<file path="src/rtl/axi_rchn_router_pkg.sv">
// Shared constants, beat record and helpers for the AXI read-data return router.
package axi_rchn_router_pkg;

   localparam int unsigned R_PAYLOAD_W = 34;
   localparam int unsigned MAX_MASTERS = 8;
   localparam int unsigned CNT_OUT_W   = 5;

   // One buffered R beat; vld is the one-hot target master, all-zero when empty.
   typedef struct packed {
      logic [R_PAYLOAD_W-1:0] payload;
      logic                   last;
      logic [MAX_MASTERS-1:0] vld;
   } r_beat_t;

   function automatic int unsigned clogb2(input int unsigned value);
      int unsigned res;
      res = 0;
      for (int unsigned v = value - 1; v > 0; v = v >> 1) begin
         res = res + 1;
      end
      return res;
   endfunction

endpackage

</file>
<file path="src/rtl/axi_rchn_router_grant_id_fifo.sv">
// Synchronous FIFO of one-hot granted-master IDs; head is the target of the burst in flight.
module axi_rchn_router_grant_id_fifo
   import axi_rchn_router_pkg::*;
#(
   parameter  int unsigned WIDTH = 4,
   parameter  int unsigned DEPTH = 4,
   localparam int unsigned PTR_W = clogb2(DEPTH),
   localparam int unsigned CNT_W = PTR_W + 1
) (
   input  logic             clk,
   input  logic             rst_n,
   input  logic             push_i,
   input  logic [WIDTH-1:0] data_i,
   input  logic             pop_i,
   output logic [WIDTH-1:0] head_c_o,
   output logic             not_full_o,
   output logic             empty_n_nxt_c_o,
   output logic [CNT_W-1:0] count_o
);

   logic [WIDTH-1:0] mem_q [DEPTH];
   logic [PTR_W-1:0] wr_ptr_q, wr_ptr_d;
   logic [PTR_W-1:0] rd_ptr_q, rd_ptr_d;
   logic [CNT_W-1:0] count_q, count_d;
   logic             not_full_q, not_full_d;
   logic             empty_n_q, empty_n_d;
   logic             push_ok, pop_ok;

   assign push_ok = push_i & not_full_q;
   assign pop_ok  = pop_i & empty_n_q;

   // Pointers wrap naturally because DEPTH is a power of two.
   always_comb begin
      wr_ptr_d   = wr_ptr_q + PTR_W'(push_ok);
      rd_ptr_d   = rd_ptr_q + PTR_W'(pop_ok);
      count_d    = count_q + CNT_W'(push_ok) - CNT_W'(pop_ok);
      not_full_d = (count_d != CNT_W'(DEPTH));
      empty_n_d  = (count_d != '0);
   end

   always_ff @(posedge clk or negedge rst_n) begin
      if (!rst_n) begin
         wr_ptr_q   <= '0;
         rd_ptr_q   <= '0;
         count_q    <= '0;
         not_full_q <= 1'b1;
         empty_n_q  <= 1'b0;
      end else begin
         wr_ptr_q   <= wr_ptr_d;
         rd_ptr_q   <= rd_ptr_d;
         count_q    <= count_d;
         not_full_q <= not_full_d;
         empty_n_q  <= empty_n_d;
      end
   end

   always_ff @(posedge clk) begin
      if (push_ok) begin
         mem_q[wr_ptr_q] <= data_i;
      end
   end

   assign head_c_o        = mem_q[rd_ptr_q];
   assign not_full_o      = not_full_q;
   assign empty_n_nxt_c_o = empty_n_d;
   assign count_o         = count_q;

endmodule

</file>
<file path="src/rtl/axi_rchn_router.sv">
// AXI R-channel return router: steers downstream R beats to the master that won
// the matching AR, through a two-entry skid buffer so all upstream outputs are registered.
module axi_rchn_router
   import axi_rchn_router_pkg::*;
#(
   parameter int unsigned master_n         = 4,
   parameter int unsigned grant_fifo_depth = 4,
   parameter int unsigned simulation_delay = 1
) (
   input  logic                   clk,
   input  logic                   rst_n,
   input  logic                   ar_grant_valid,
   input  logic [master_n-1:0]    ar_grant_onehot,
   output logic                   ar_grant_ready,
   input  logic [R_PAYLOAD_W-1:0] m_r_payload,
   input  logic                   m_r_last,
   input  logic                   m_r_valid,
   output logic                   m_r_ready,
   output logic [R_PAYLOAD_W-1:0] s_r_payload,
   output logic                   s_r_last,
   output logic [MAX_MASTERS-1:0] s_r_valid,
   input  logic [MAX_MASTERS-1:0] s_r_ready,
   output logic [CNT_OUT_W-1:0]   outstanding_cnt
);

   localparam int unsigned FIFO_CNT_W = clogb2(grant_fifo_depth) + 1;

   logic [master_n-1:0]   head_tag;
   logic                  fifo_not_full;
   logic                  fifo_empty_n_nxt;
   logic [FIFO_CNT_W-1:0] fifo_count;
   logic                  r_accept, r_pop, main_drain;
   r_beat_t               main_q, main_d;
   r_beat_t               skid_q, skid_d;
   r_beat_t               in_beat;
   logic                  m_r_ready_q, m_r_ready_d;

   assign r_accept   = m_r_valid & m_r_ready_q;
   assign r_pop      = r_accept & m_r_last;
   // vld bits above master_n are always zero, so unused ready bits cannot drain main.
   assign main_drain = |(main_q.vld & s_r_ready);

   axi_rchn_router_grant_id_fifo #(
      .WIDTH (master_n),
      .DEPTH (grant_fifo_depth)
   ) u_grant_fifo (
      .clk             (clk),
      .rst_n           (rst_n),
      .push_i          (ar_grant_valid),
      .data_i          (ar_grant_onehot),
      .pop_i           (r_pop),
      .head_c_o        (head_tag),
      .not_full_o      (fifo_not_full),
      .empty_n_nxt_c_o (fifo_empty_n_nxt),
      .count_o         (fifo_count)
   );

   // Main/skid steering; ready is computed from next-state so it can be registered.
   always_comb begin
      in_beat.payload = m_r_payload;
      in_beat.last    = m_r_last;
      in_beat.vld     = MAX_MASTERS'(head_tag);
      main_d          = main_q;
      skid_d          = skid_q;
      if (!(|main_q.vld) || main_drain) begin
         if (|skid_q.vld) begin
            main_d     = skid_q;
            skid_d.vld = '0;
         end else if (r_accept) begin
            main_d = in_beat;
         end else begin
            main_d.vld = '0;
         end
      end else if (r_accept) begin
         skid_d = in_beat;
      end
      m_r_ready_d = fifo_empty_n_nxt & ~(|skid_d.vld);
   end

   always_ff @(posedge clk or negedge rst_n) begin
      if (!rst_n) begin
         main_q      <= '0;
         skid_q      <= '0;
         m_r_ready_q <= 1'b0;
      end else begin
         main_q      <= main_d;
         skid_q      <= skid_d;
         m_r_ready_q <= m_r_ready_d;
      end
   end

   assign ar_grant_ready  = fifo_not_full;
   assign m_r_ready       = m_r_ready_q;
   assign s_r_payload     = main_q.payload;
   assign s_r_last        = main_q.last;
   assign s_r_valid       = main_q.vld;
   assign outstanding_cnt = CNT_OUT_W'(fifo_count);

   // A grant offered while full is dropped; a same-cycle last-beat pop makes the attempt harmless.
   always_ff @(posedge clk) begin
      if (rst_n) begin
         assert (!(ar_grant_valid && !fifo_not_full && !r_pop))
            else $error("axi_rchn_router: AR grant offered while grant FIFO full");
         assert (!ar_grant_valid || $onehot(ar_grant_onehot))
            else $error("axi_rchn_router: AR grant ID is not one-hot");
         assert (master_n >= 2 && master_n <= MAX_MASTERS &&
                 grant_fifo_depth >= 2 && grant_fifo_depth <= 16 &&
                 (grant_fifo_depth & (grant_fifo_depth - 1)) == 0 &&
                 simulation_delay <= 1000)
            else $error("axi_rchn_router: parameter out of range");
      end
   end

endmodule

</file>
<file path="config.mk">
export PLATFORM = sky130hd
export DESIGN_NAME = axi_rchn_router
export DESIGN_NICKNAME = d
export VERILOG_FILES = /design/src/rtl/axi_rchn_router_pkg.sv /design/src/rtl/axi_rchn_router_grant_id_fifo.sv /design/src/rtl/axi_rchn_router.sv
export SDC_FILE = /design/constraint.sdc
export NUM_CORES = 1
export LEC_CHECK = 0
export ABC_AREA = 1
export BUFFER_PORTS_ARGS = -buffer_cell sky130_fd_sc_hd__buf_2
export CAP_MARGIN = 20
export CORE_UTILIZATION = 30
export DETAILED_ROUTE_END_ITERATION = 10
export SLEW_MARGIN = 20
export SYNTH_ARGS = -nofsm -noshare
export SYNTH_HDL_FRONTEND = slang
export SYNTH_SLANG_ARGS = --single-unit
export TNS_END_PERCENT = 10
</file>
<file path="constraint.sdc">
create_clock -name clk -period 3.97 [get_ports clk]
set_input_delay 0.9925 -clock clk [delete_from_list [all_inputs] [get_ports clk]]
set_output_delay 0.9925 -clock clk [all_outputs]
set_load 0.05 [all_outputs]
</file>
# == After elaboration in Yosys (flattened, before gate mapping) ==
# Memory sizes are Yosys's and may differ from the RTL's.
# Index checks and enable logic that the tools add are counted.
# classes
n_addsub,4
n_eq_ne,1
muxes,8
bitwise,8
n_reduce_logical,10
# ops
op,count
two-way mux 43 bit,1
two-way mux 35 bit,1
OR reduction 8 bit,4
two-way mux 8 bit,3
AND 8 bit,1
AND 1 bit,5
adder 2 x 1 -> 2 bit,2
two-way mux 4 bit,1
AND reduction 2 bit,2
adder 3 x 1 -> 3 bit,1
!= test 3 bit (second input constant),1
nonzero test 3 bit,1
subtractor 3 x 1 -> 3 bit,1
two-way mux 1 bit,2
inverter 1 bit,2
nonzero test 2 bit,1
logical NOT 1 bit,1
logical OR 1 bit,1
# totals
regBits,96
ram_bits,16
input_bits,51
output_inout_bits,50
n_memories,1
# mem_list
memory,words,word_bits,read_ports,rd_ports_with_merged_regs,write_ports,line,text
u_grant_fifo.mem_q,4,4,1,0,1,axi_rchn_router_grant_id_fifo.sv:21,logic [WIDTH-1:0] mem_q [DEPTH];

# == Logic depth before layout (Yosys ltp) ==
# Gate-level depths: netlist (run 1).
# logic_depth
depth_word,7
ltp_mapped,13
depth_no_buf,13

# == Modules after synthesis ==
# A second synthesis (run 1) with hierarchy kept.
# hier_totals
cells_unflattened,602
area_unflattened_um2,5078.6
# modules_own_cells
mod,n_inst,cells_each,area_per_inst_um2,seq_area_each_um2
axi_rchn_router,1,514,4041.4,2177.1
axi_rchn_router_grant_id_fifo,1,88,1037.2,706.9

# == Worst setup path before layout (run 1) ==
# Ideal clock, no wire load.
# synth_timing
path_type,input to register
start,in m_r_valid
end,"reg m_r_ready_q, in the netlist m_r_ready"
setup_ps,115
arrival_ps,2531
setup_slack_ps,1324
path_stages,12
cell_sequence,nand2_2 -> nor2_1 -> ha_1 -> inv_1 -> ha_1 -> fa_1 -> nor2_1 -> nand3_1 -> nand2_1 -> inv_1 -> nand3_1 -> nor2_1
# synth_between
elab_chain_len,6
# synth_lines
item,line,text
from (decl),axi_rchn_router.sv:17,"input logic m_r_valid,"
AND 1 bit,axi_rchn_router.sv:38,assign r_accept = m_r_valid & m_r_ready_q;
AND 1 bit,axi_rchn_router.sv:39,assign r_pop = r_accept & m_r_last;
AND 1 bit,axi_rchn_router_grant_id_fifo.sv:30,assign pop_ok = pop_i & empty_n_q;
subtractor 3 x 1 -> 3 bit,axi_rchn_router_grant_id_fifo.sv:36,count_d = count_q + CNT_W'(push_ok) - CNT_W'(pop_ok);
named net u_grant_fifo.count_d[1],axi_rchn_router_grant_id_fifo.sv:24,"logic [CNT_W-1:0] count_q, count_d;"
nonzero test 3 bit,axi_rchn_router_grant_id_fifo.sv:38,empty_n_d = (count_d != '0);
named net fifo_empty_n_nxt,axi_rchn_router.sv:30,logic fifo_empty_n_nxt;
AND 1 bit,axi_rchn_router.sv:77,m_r_ready_d = fifo_empty_n_nxt & ~(|skid_d.vld);
named net m_r_ready_d,axi_rchn_router.sv:36,"logic m_r_ready_q, m_r_ready_d;"
to (signal assigned),axi_rchn_router.sv:88,m_r_ready_q <= m_r_ready_d;
to (decl),axi_rchn_router.sv:36,
# The timed path passes the listed nets, and every way through them passes these cells.
# A chain may end at the register's enable or synchronous reset.

# == Worst setup path after layout (run 1) ==
# Same ends and word-level chain as after synthesis.

==> results of run 1 <==
## stage by stage
| step | total power, mW | area [um2] | std cells |
|---|---|---|---|
| 4_1_cts | 5.742 | 5993 | 908 |
| 6_report | 5.641 | 5993 | 908 |
| 3_3_place_gp | 4.755 | 5688 | 892 |
| 2_1_floorplan | 4.220 | 5087 | 598 |
| 3_5_place_dp | 4.798 | 5688 | 892 |
| 5_1_grt | 6.180 | 5993 | 908 |
## registers in the layout, summed over array words and instances, names as in the netlist
name	count
u_grant_fifo.not_full_o	1
u_grant_fifo.mem_q	16
s_r_valid	8
u_grant_fifo.rd_ptr_q	2
m_r_ready	1
s_r_last	1
skid_q	43
u_grant_fifo.empty_n_q	1
u_grant_fifo.wr_ptr_q	2
s_r_payload	34
u_grant_fifo.count_o	3
## final cells by class
type / instances / area [um2]
Fill cell: 1752 / 10590
Sequential cell: 112 / 2884
Multi-Input combinational cell: 346 / 1585
Timing Repair Buffer: 102 / 523.0
Inverter: 112 / 420.4
Clock buffer: 15 / 297.8
Tap cell: 220 / 275.3
Clock inverter: 1 / 7.507
## power by group through the flow
stage,registers (mW),clock network [mW],logic [mW]
after floorplan,2.55,0,1.67
after global placement,1.88,0,2.88
after detailed placement,1.88,0,2.92
after CTS,1.86,0.954,2.92
after global routing,1.92,0.992,3.27
final,1.86,0.917,2.87
## critical path: stages
cell and delay, ns:
buf_2 0.10, nand2_2 0.12, nor2_1 0.21, ha_1 0.26, inv_1 0.06, ha_1 0.17, fa_1 0.45, nor2_1 0.15
nand3_1 0.13, nand2_1 0.08, inv_1 0.04, nand3_1 0.06, nor2_1 0.04
## cells in the final DEF (no fill, tap or decap), drive strengths merged, types with 4 or more instances in the layout
| cell | count |
|---|---|
| nand2 | 144 |
| inv | 112 |
| buf | 102 |
| dfrtp | 95 |
| o21ai | 87 |
| nor2 | 53 |
| a21oi | 32 |
| edfxtp | 16 |
| clkbuf | 15 |
| nand3 | 10 |
| nor3 | 7 |
| ha | 4 |
## cell families (layout without fill, tap and decap cells)
logic type / after synthesis / count (layout)
fa+ha+maj: 5 / 5
xor+xnor: 3 / 3
simple gates: 216 / 216
flops: 112 / 112
other cells: 1 / 2
compound gates: 120 / 120
buf+inv: 140 / 230
## metal layers
metal,share of wire (%),global-route usage [%]
met5,0,0
met4,2.1,6.513
met3,4.0,2.576
met2,45,19.55
met1,49,18.19
## final timing paths
check / start / end / slack, ns / depth (start not counted)
worst max-delay path: m_r_valid / m_r_ready$_DFF_PN0_ / 1.37 / 13
worst min-delay path: skid_q[41]$_DFFE_PN0P_ / skid_q[41]$_DFFE_PN0P_ / 0.49 / 2
worst max register to register: m_r_ready$_DFF_PN0_ / m_r_ready$_DFF_PN0_ / 1.69 / 12
worst min register to register: skid_q[41]$_DFFE_PN0P_ / skid_q[41]$_DFFE_PN0P_ / 0.49 / 2
max in group asynchronous: rst_n / u_grant_fifo.empty_n_q$_DFF_PN0_ / 2.52 / 2
min in group asynchronous: rst_n / s_r_payload[5]$_DFFE_PN0P_ / 0.64 / 1
==> flow_summary_export.csv, run 1 <==
group,metric,value,unit
clocking,cts_buffers,9,
yosys,synth_compound_area_share,12.08,%
clocking,postCtsSetupBuffers,0,
yosys,syn_inst,597,
drt,drt-initial-drc-count,224,
yosys,ys_seq_elements,112,
clocking,root_buffer,"clkbuf_16",
yosys,syn_avg_cell_area,8.515,um2
sta,hold_violations,0,
placed_design,port_buffers,98,
sta,fmax,0.3846,GHz
yosys,synth_warnings,0,
grt,antenna_found_initial,0,
run,drv_cap,0,
yosys,yosys.area_share.adder,1.378,%
worst_setup_path,crit_required,4.22,ns
worst_setup_path,cp-end-kind,"flop",
clocking,cts_hold_buffers,0,
drt,routed_wl,10.68,mm
placed_design,place_congestion,0.7586,
floorplanning,dieArea,0.01747,mm2
floorplanning,die_w,132.2,um
pwr,p_int,2.896,mW
worst_setup_path,critPathKind,"input pin to flop",
layout,final_core_util,36.14,%
drt,detail_route.first_pass.iterations,4,
layout,fin_nets,739,
clocking,clock_path_buffers,2,
yosys,synth_top_area_share,46.76,%
grt,globalRouteOverflowTotal,0,
drt,num_vias,3815,
yosys,ys_top_cells_by_count,"nand2_1 (142), inv_1 (111), dfrtp_1 (95), o21ai_0 (69), nor2_1 (49)",
pwr,seqPwrFrac,32.9,%
yosys,synthXorXnorAreaFrac,0.5169,%
drt,viasPerCell,4.202,
layout,n_antenna_cell,0,
sta,rsz0062_at_grt,"false",
worst_hold_path,hp-class,"flop to flop",
sta,tightestPinTransition,0.7320,ns
pwr,p_leak,3.198,nW
yosys,synth_top_family_by_area,"simple AND/OR/NAND/NOR gates",
worst_setup_path,start_kind,"input pin",
pwr,power_density,941.3,mW/mm2
yosys,synth_most_common_cell,"nand2_1",
drt,antenna_left,0,
yosys,yosys-top-cells-area,"dfrtp_1 (47%), nand2_1 (10%), edfxtp_1 (9.5%)",
yosys,yosysTopAreaCell,"dfrtp_1",
placed_design,place_ws,1.001,ns
yosys,synth-main-ff-cell,"dfrtp_1",
clocking,clock_sink_count,112,
yosys,yosysUniqueCellTypes,29,
clocking,cts_max_level,3,
sta,post-route-period-util,65.49,%
layout,drive_above_1_share,18.31,%
pwr,power.net_switching,2.745,mW
clocking,path_clk_slew,0.07,ns
pwr,vdd_drop_max,0.0004567,V
drt,wl_per_cell,11.76,um
sta,drv_slew,0,
worst_setup_path,worstPathArrival,2.85,ns
layout,syn2layout_area_growth,17.89,%
floorplanning,std_cell_rows,47,
yosys,syn_area,0.005084,mm2
placed_design,hpwl,7.300,mm
yosys,synth-edff-count,16,
grt,grt_pass1_wl,17.97,mm
pwr,pwr-share-comb,50.8,%
yosys,synth-simple-area-share,17.06,%
clocking,cts_resized,0,
yosys,yosysSeqAreaShare,56.73,%
clocking,clk_latency,0.35,ns
clocking,cts_tree,"built",
sta,fin_ws,1.370,ns
drt,drcViolationCount,0,
run_status,status,"finished clean",
sta,slew_headroom,51.09,%
grt,grt_use_total,13.12,%
sta,finalClockSkew,0.007661,ns
pwr,switching_share,48.66,%
sta,whs,0.4897,ns
floorplanning,pin_count,101,
floorplanning,chipHeight,132.2,um
worst_setup_path,path_max_fanout,7,
yosys,synth.area.mux_share,0,%
sta,fin_crit,2.600,ns
grt,grt_pass1_vias,3552,
pwr,clockPowerShare,16.2,%
floorplanning,start_util,30.65,%
floorplanning,core,0.01658,mm2
sta,setup_tns,0,ns
grt,grt_max_degree,71,
yosys,async_reset_ff_share,85.71,%
sta,report.final.setup_viol,0,
No activity file was read; power rests on OpenSTA's default activity.
==> inputs of run 2 (changes only) <==
==> constraint.sdc (replaced) <==
create_clock -name clk -period 2.3 [get_ports clk]
set_input_delay 0.575 -clock clk [delete_from_list [all_inputs] [get_ports clk]]
set_output_delay 0.575 -clock clk [all_outputs]
set_load 0.05 [all_outputs]
==> run 2 against run 1 <==
  * Clock power increased by 72%
  * Flip-flop and latch count unchanged
  * Sequential power increased by 72%
  * Register-to-register slack got worse by 1.5 ns
  * Global-route usage about the same
  * Power increased by 78%
  * Final cell count increased by 1.1%
  * Non-clock buffer count increased by 10
==> flow_summary_export.csv, run 2 (synthesis gave the netlist of run 1 again) <==
group,metric,value,unit
clocking,root_buffer,"clkbuf_16",
sta,report.final.setup_viol,0,
placed_design,port_buffers,98,
sta,hold_violations,0,
pwr,seqPwrFrac,31.9,%
clocking,path_clk_slew,0.08,ns
pwr,p_int,5.183,mW
sta,fin_crit,2.083,ns
pwr,p_leak,3.268,nW
sta,setup_tns,0,ns
grt,globalRouteOverflowTotal,0,
pwr,pwr-share-comb,52.3,%
sta,finalClockSkew,0.009074,ns
layout,multi_input_area,0.001588,mm2
drt,wl_per_cell,11.65,um
layout,n_antenna_cell,0,
floorplanning,core,0.01658,mm2
drt,drcViolationCount,0,
drt,routed_wl,10.70,mm
layout,regMostFlops,"skid_q",
floorplanning,die_w,132.2,um
clocking,postCtsSetupBuffers,0,
floorplanning,dieArea,0.01747,mm2
grt,grt_pass1_wl,18.07,mm
layout,largest_register_ffs,43,
clocking,cts_hold_buffers,0,
drt,drt-initial-drc-count,208,
clocking,cts_buffers,9,
worst_setup_path,path_max_fanout,3,
placed_design,hpwl,7.483,mm
clocking,clock_sink_count,112,
placed_design,place_ws,-0.1240,ns
sta,rsz0062_at_grt,"false",
clocking,cts_tree,"built",
grt,antenna_found_initial,0,
layout,layout_commonest_cell,"nand2_1",
worst_hold_path,hp-class,"input pin to async pin",
worst_setup_path,regToRegSetupSlack,0.22,ns
sta,drv_slew,0,
floorplanning,std_cell_rows,47,
sta,whs,0.1396,ns
worst_setup_path,r2r-end,"m_r_ready$_DFF_PN0_",
run,drv_cap,0,
layout,seq_area,0.002885,mm2
clocking,clk_latency,0.35,ns
worst_setup_path,cp-end-kind,"flop",
clocking,cts_max_level,3,
drt,antenna_left,0,
pwr,switching_share,48.31,%
worst_setup_path,r2r.worst_path.cells,12,
worst_setup_path,worstReg2RegStart,"m_r_ready$_DFF_PN0_",
pwr,power.net_switching,4.845,mW
drt,num_vias,3866,
worst_setup_path,startpoint,"m_r_ready$_DFF_PN0_",
worst_setup_path,critPathKind,"flop to flop",
pwr,clockPowerShare,15.8,%
floorplanning,chipHeight,132.2,um
layout,final_cell_mix,"nand2_1 (142), inv_1 (111), buf_2 (97)",
sta,fin_ws,0.2167,ns
layout,final_core_util,36.85,%
grt,grt_pass1_vias,3653,
clocking,clock_path_buffers,2,
pwr,vdd_drop_max,0.0006382,V
drt,viasPerCell,4.211,
placed_design,place_congestion,0.7466,
worst_setup_path,worstPathArrival,2.33,ns
worst_setup_path,start_kind,"flop",
sta,tightestPinTransition,0.6826,ns
layout,syn2layout_area_growth,20.21,%
drt,detail_route.first_pass.iterations,4,
grt,grt_max_degree,71,
sta,fmax,0.4800,GHz
layout,drive_above_1_share,19.91,%
floorplanning,start_util,30.65,%
sta,post-route-period-util,90.58,%
layout,fin_nets,749,
run_status,status,"finished clean",
pwr,power.total,10.03,mW
layout,nFillCells,1780,
worst_setup_path,crit_required,2.54,ns
grt,grt_use_total,13.12,%
pwr,power_density,1641,mW/mm2
sta,slew_headroom,54.14,%
floorplanning,pin_count,101,
[run 2: layer usage]
metal / track usage (%) / vias up / share of wire (%)
met4: 5.747 / 0 / 1.9
li1: - / 2027 / -
met3: 2.691 / 11 / 3.7
met2: 20.52 / 58 / 45
met5: 0 / - / 0
met1: 17.61 / 1770 / 50
[run 2: how the worst max path moves through the flow]
| stage | end | slack, ns | depth (start not counted) |
|---|---|---|---|
| 2_1_floorplan | m_r_ready$_DFF_PN0_ | 0.07 | 12 |
| 3_3_place_gp | m_r_ready$_DFF_PN0_ | -0.06 | 13 |
| 3_5_place_dp | m_r_ready$_DFF_PN0_ | -0.12 | 13 |
| 4_1_cts | m_r_ready$_DFF_PN0_ | 0.18 | 12 |
| 5_1_grt | m_r_ready$_DFF_PN0_ | 0.004 | 12 |
| 6_report | m_r_ready$_DFF_PN0_ | 0.22 | 12 |
[run 2: metrics by stage]
stage | cells | cell area [um2]
after floorplan | 598 | 5089
after global placement | 902 | 5814
after detailed placement | 902 | 5814
after CTS | 918 | 6108
after global routing | 918 | 6111
final | 918 | 6111
[run 2: final cells by class]
type | count | share of cell area, %
well taps | 220 | 4.505
flip-flops and latches | 112 | 47.22
multi-input cells | 346 | 25.98
repair buffers | 112 | 10.61
inverters | 112 | 6.880
clock buffers | 9 | 3.686
clock inverters | 7 | 1.126
[run 2: critical path, stage by stage, from the launching register on]
cell	delay (ns)
dfrtp_2	0.42
nand2_2	0.06
nor2_1	0.06
ha_1	0.26
inv_1	0.03
ha_1	0.19
fa_1	0.48
nor2_2	0.16
nand3_1	0.11
nand2_1	0.07
inv_1	0.04
nand3_1	0.05
nor2_1	0.04
[run 2: timing repair]
item | in CTS | in global routing
endpoints found under the hold margin | 0 | 0
endpoints found under the setup margin | 0 | 1
resized for setup | 0 | 1
[run 2: power groups by stage]
stage | Clock (mW) | Combinational, mW | Sequential (mW)
floorplan | 0 | 2.88 | 4.41
global placement | 0 | 5.24 | 3.22
detailed placement | 0 | 5.34 | 3.24
CTS | 1.65 | 5.35 | 3.21
global route | 1.71 | 5.93 | 3.30
finish | 1.58 | 5.25 | 3.20
==> inputs of run 3 (changes only) <==
==> constraint.sdc (replaced) <==
create_clock -name clk -period 1.9 [get_ports clk]
set_input_delay 0.475 -clock clk [delete_from_list [all_inputs] [get_ports clk]]
set_output_delay 0.475 -clock clk [all_outputs]
set_load 0.05 [all_outputs]
==> run 3 against run 2 <==
  * The flow now finishes with violations (negative setup slack)
  * Global-route usage about the same
  * Register-to-register slack worse by 0.34 ns
  * Via count grew 0.28%
  * Sequential power is 21% higher
  * Die area unchanged
  * Critical path type unchanged
  * Largest power group unchanged
==> flow_summary_export.csv, run 3 (synthesis gave the netlist of run 1 again) <==
group,metric,value,unit
clocking,clk_latency,0.36,ns
worst_setup_path,crit_top_cell,"ha_4",
placed_design,place_congestion,0.7462,
clocking,path_clk_slew,0.08,ns
worst_setup_path,critPathSlowestCell,"fa_1",
run_status,violations,"negative setup slack",
drt,antenna_left,0,
placed_design,hpwl,7.645,mm
sta,whs,0.01658,ns
worst_setup_path,cp-end-kind,"flop",
sta,report.final.setup_viol,3,
worst_setup_path,critPathMaxStageDelay,0.48,ns
placed_design,port_buffers,98,
worst_setup_path,crit_required,2.15,ns
floorplanning,core,0.01658,mm2
sta,fin_crit,2.022,ns
layout,drive_above_1_share,22.14,%
clocking,clock_sink_count,112,
sta,rsz0062_at_grt,"true",
layout,stdcell_area,0.006284,mm2
grt,grt_max_degree,71,
pwr,power.net_switching,5.965,mW
layout,syn2layout_area_growth,23.60,%
layout,final_cell_mix,"nand2_1 (140), inv_1 (110), buf_2 (97)",
run_status,status,"complete, but fails checks",
layout,regMostFlops,"skid_q",
worst_setup_path,path_cells,"nand2_4 -> nor2_4 -> ha_4 -> inv_2 -> ha_4 -> fa_1 -> nor2_2 -> nand3_2 -> nand2_1 -> inv_1 -> nand3_1 -> nor2_1",
pwr,power_density,1996,mW/mm2
pwr,p_leak,3.332,nW
clocking,cts_tree,"built",
pwr,vdd_drop_max,0.0007538,V
placed_design,place_area,0.005928,mm2
grt,antenna_found_initial,1,
sta,drv_slew,0,
pwr,switching_share,47.57,%
drt,viasPerCell,4.169,
floorplanning,start_util,30.65,%
pwr,clockPowerShare,14.9,%
pwr,pwr-share-comb,54.3,%
grt,grt_pass1_wl,17.98,mm
drt,drt-initial-drc-count,143,
sta,hold_violations,0,
layout,largest_register_ffs,43,
placed_design,place_ws,-0.3715,ns
sta,post-route-period-util,106.4,%
clocking,cts_buffers,9,
clocking,root_buffer,"clkbuf_16",
pwr,p_int,6.575,mW
pwr,seqPwrFrac,30.8,%
worst_hold_path,hp-class,"input pin to async pin",
floorplanning,pin_count,101,
clocking,cts_max_level,3,
grt,globalRouteOverflowTotal,0,
sta,fin_ws,-0.1221,ns
floorplanning,chipHeight,132.2,um
sta,fmax,0.4945,GHz
drt,num_vias,3877,
grt,grt_pass1_vias,3660,
drt,routed_wl,10.77,mm
layout,layout_commonest_cell,"nand2_1",
floorplanning,std_cell_rows,47,
grt,grt_use_total,13.10,%
worst_setup_path,worstPathArrival,2.27,ns
clocking,clock_path_buffers,2,
worst_setup_path,start_kind,"flop",
run,drv_cap,0,
drt,detail_route.first_pass.iterations,4,
floorplanning,die_w,132.2,um
worst_setup_path,critPathKind,"flop to flop",
layout,fin_nets,760,
drt,wl_per_cell,11.58,um
pwr,power.total,12.54,mW
sta,finalClockSkew,0.01325,ns
floorplanning,dieArea,0.01747,mm2
drt,drcViolationCount,0,
worst_setup_path,path_max_fanout,2,
[run 3: cell count changes in the layout (fill, tap and decap cells not counted), moves of 2 or more]
cell / delta
buf_6: +2
nand2_1: -2
buf_12: +3
buf_4: +6
ha_1: -2
ha_4: +2
[run 3: area by class of cell]
class,count,area (um2)
diodes,1,2.502
repair buffers,123,775.7
well taps,220,275.3
inverters,112,420.4
multi-input cells,346,1635
clock buffers,12,261.5
clock inverters,4,26.28
flip-flops and latches,112,2887
fillers,1663,10300
[run 3: layer usage]
layer / GRT usage [%] / routed length [um]
met5: 0 / 0
met1: 17.26 / 5226
met4: 4.789 / 179
met3: 4.229 / 535
met2: 20.11 / 4832
[run 3: critical path: cells and delay by family, from the launching register on]
| kind | cells | cell delay (ns) |
|---|---|---|
| fa+ha+maj | 3 | 0.87 |
| buf+inv | 2 | 0.07 |
| flops | 1 | 0.43 |
| simple gates | 7 | 0.53 |
[run 3: path summary, 6_finish.rpt]
path / depth (start not counted) / slack, ns / startpoint / to
max: 12 / -0.12 / m_r_ready$_DFF_PN0_ / m_r_ready$_DFF_PN0_
min: 1 / 0.02 / rst_n / s_r_payload[8]$_DFFE_PN0P_
max reg2reg: 12 / -0.12 / m_r_ready$_DFF_PN0_ / m_r_ready$_DFF_PN0_
min reg2reg: 2 / 0.49 / skid_q[8]$_DFFE_PN0P_ / skid_q[8]$_DFFE_PN0P_
max in group asynchronous: 2 / 1.33 / rst_n / skid_q[27]$_DFFE_PN0P_
min in group clk: 1 / 0.33 / ar_grant_onehot[1] / u_grant_fifo.mem_q[1][1]$_DFFE_PP_
[run 3: power by group through the flow]
stage               Combinational [mW]  Sequential, mW  Clock (mW)
floorplan                         3.50            5.34           0
global placement                  6.63            3.90           0
detailed placement                6.71            3.92           0
CTS                               6.82            3.88        1.94
global route                      7.66            3.97        2.02
finish                            6.81            3.86        1.87
[run 3: through the flow]
stage,util (%),setup TNS (ns),cells
finish,37.89,-0.2755,930
floorplan,-,-0.2855,598
detailed placement,35.75,-0.7402,910
global route,37.88,-0.4857,929
CTS,37.63,-0.2282,928
global placement,35.75,-0.6839,910
[run 3: timing repair]
item	in CTS	in global routing
hold buffers	0	0
resized for setup	3	6
buffers inserted	2	1
endpoints found under the hold margin	0	0
pin swaps	5	8
setup endpoints to repair	1	3
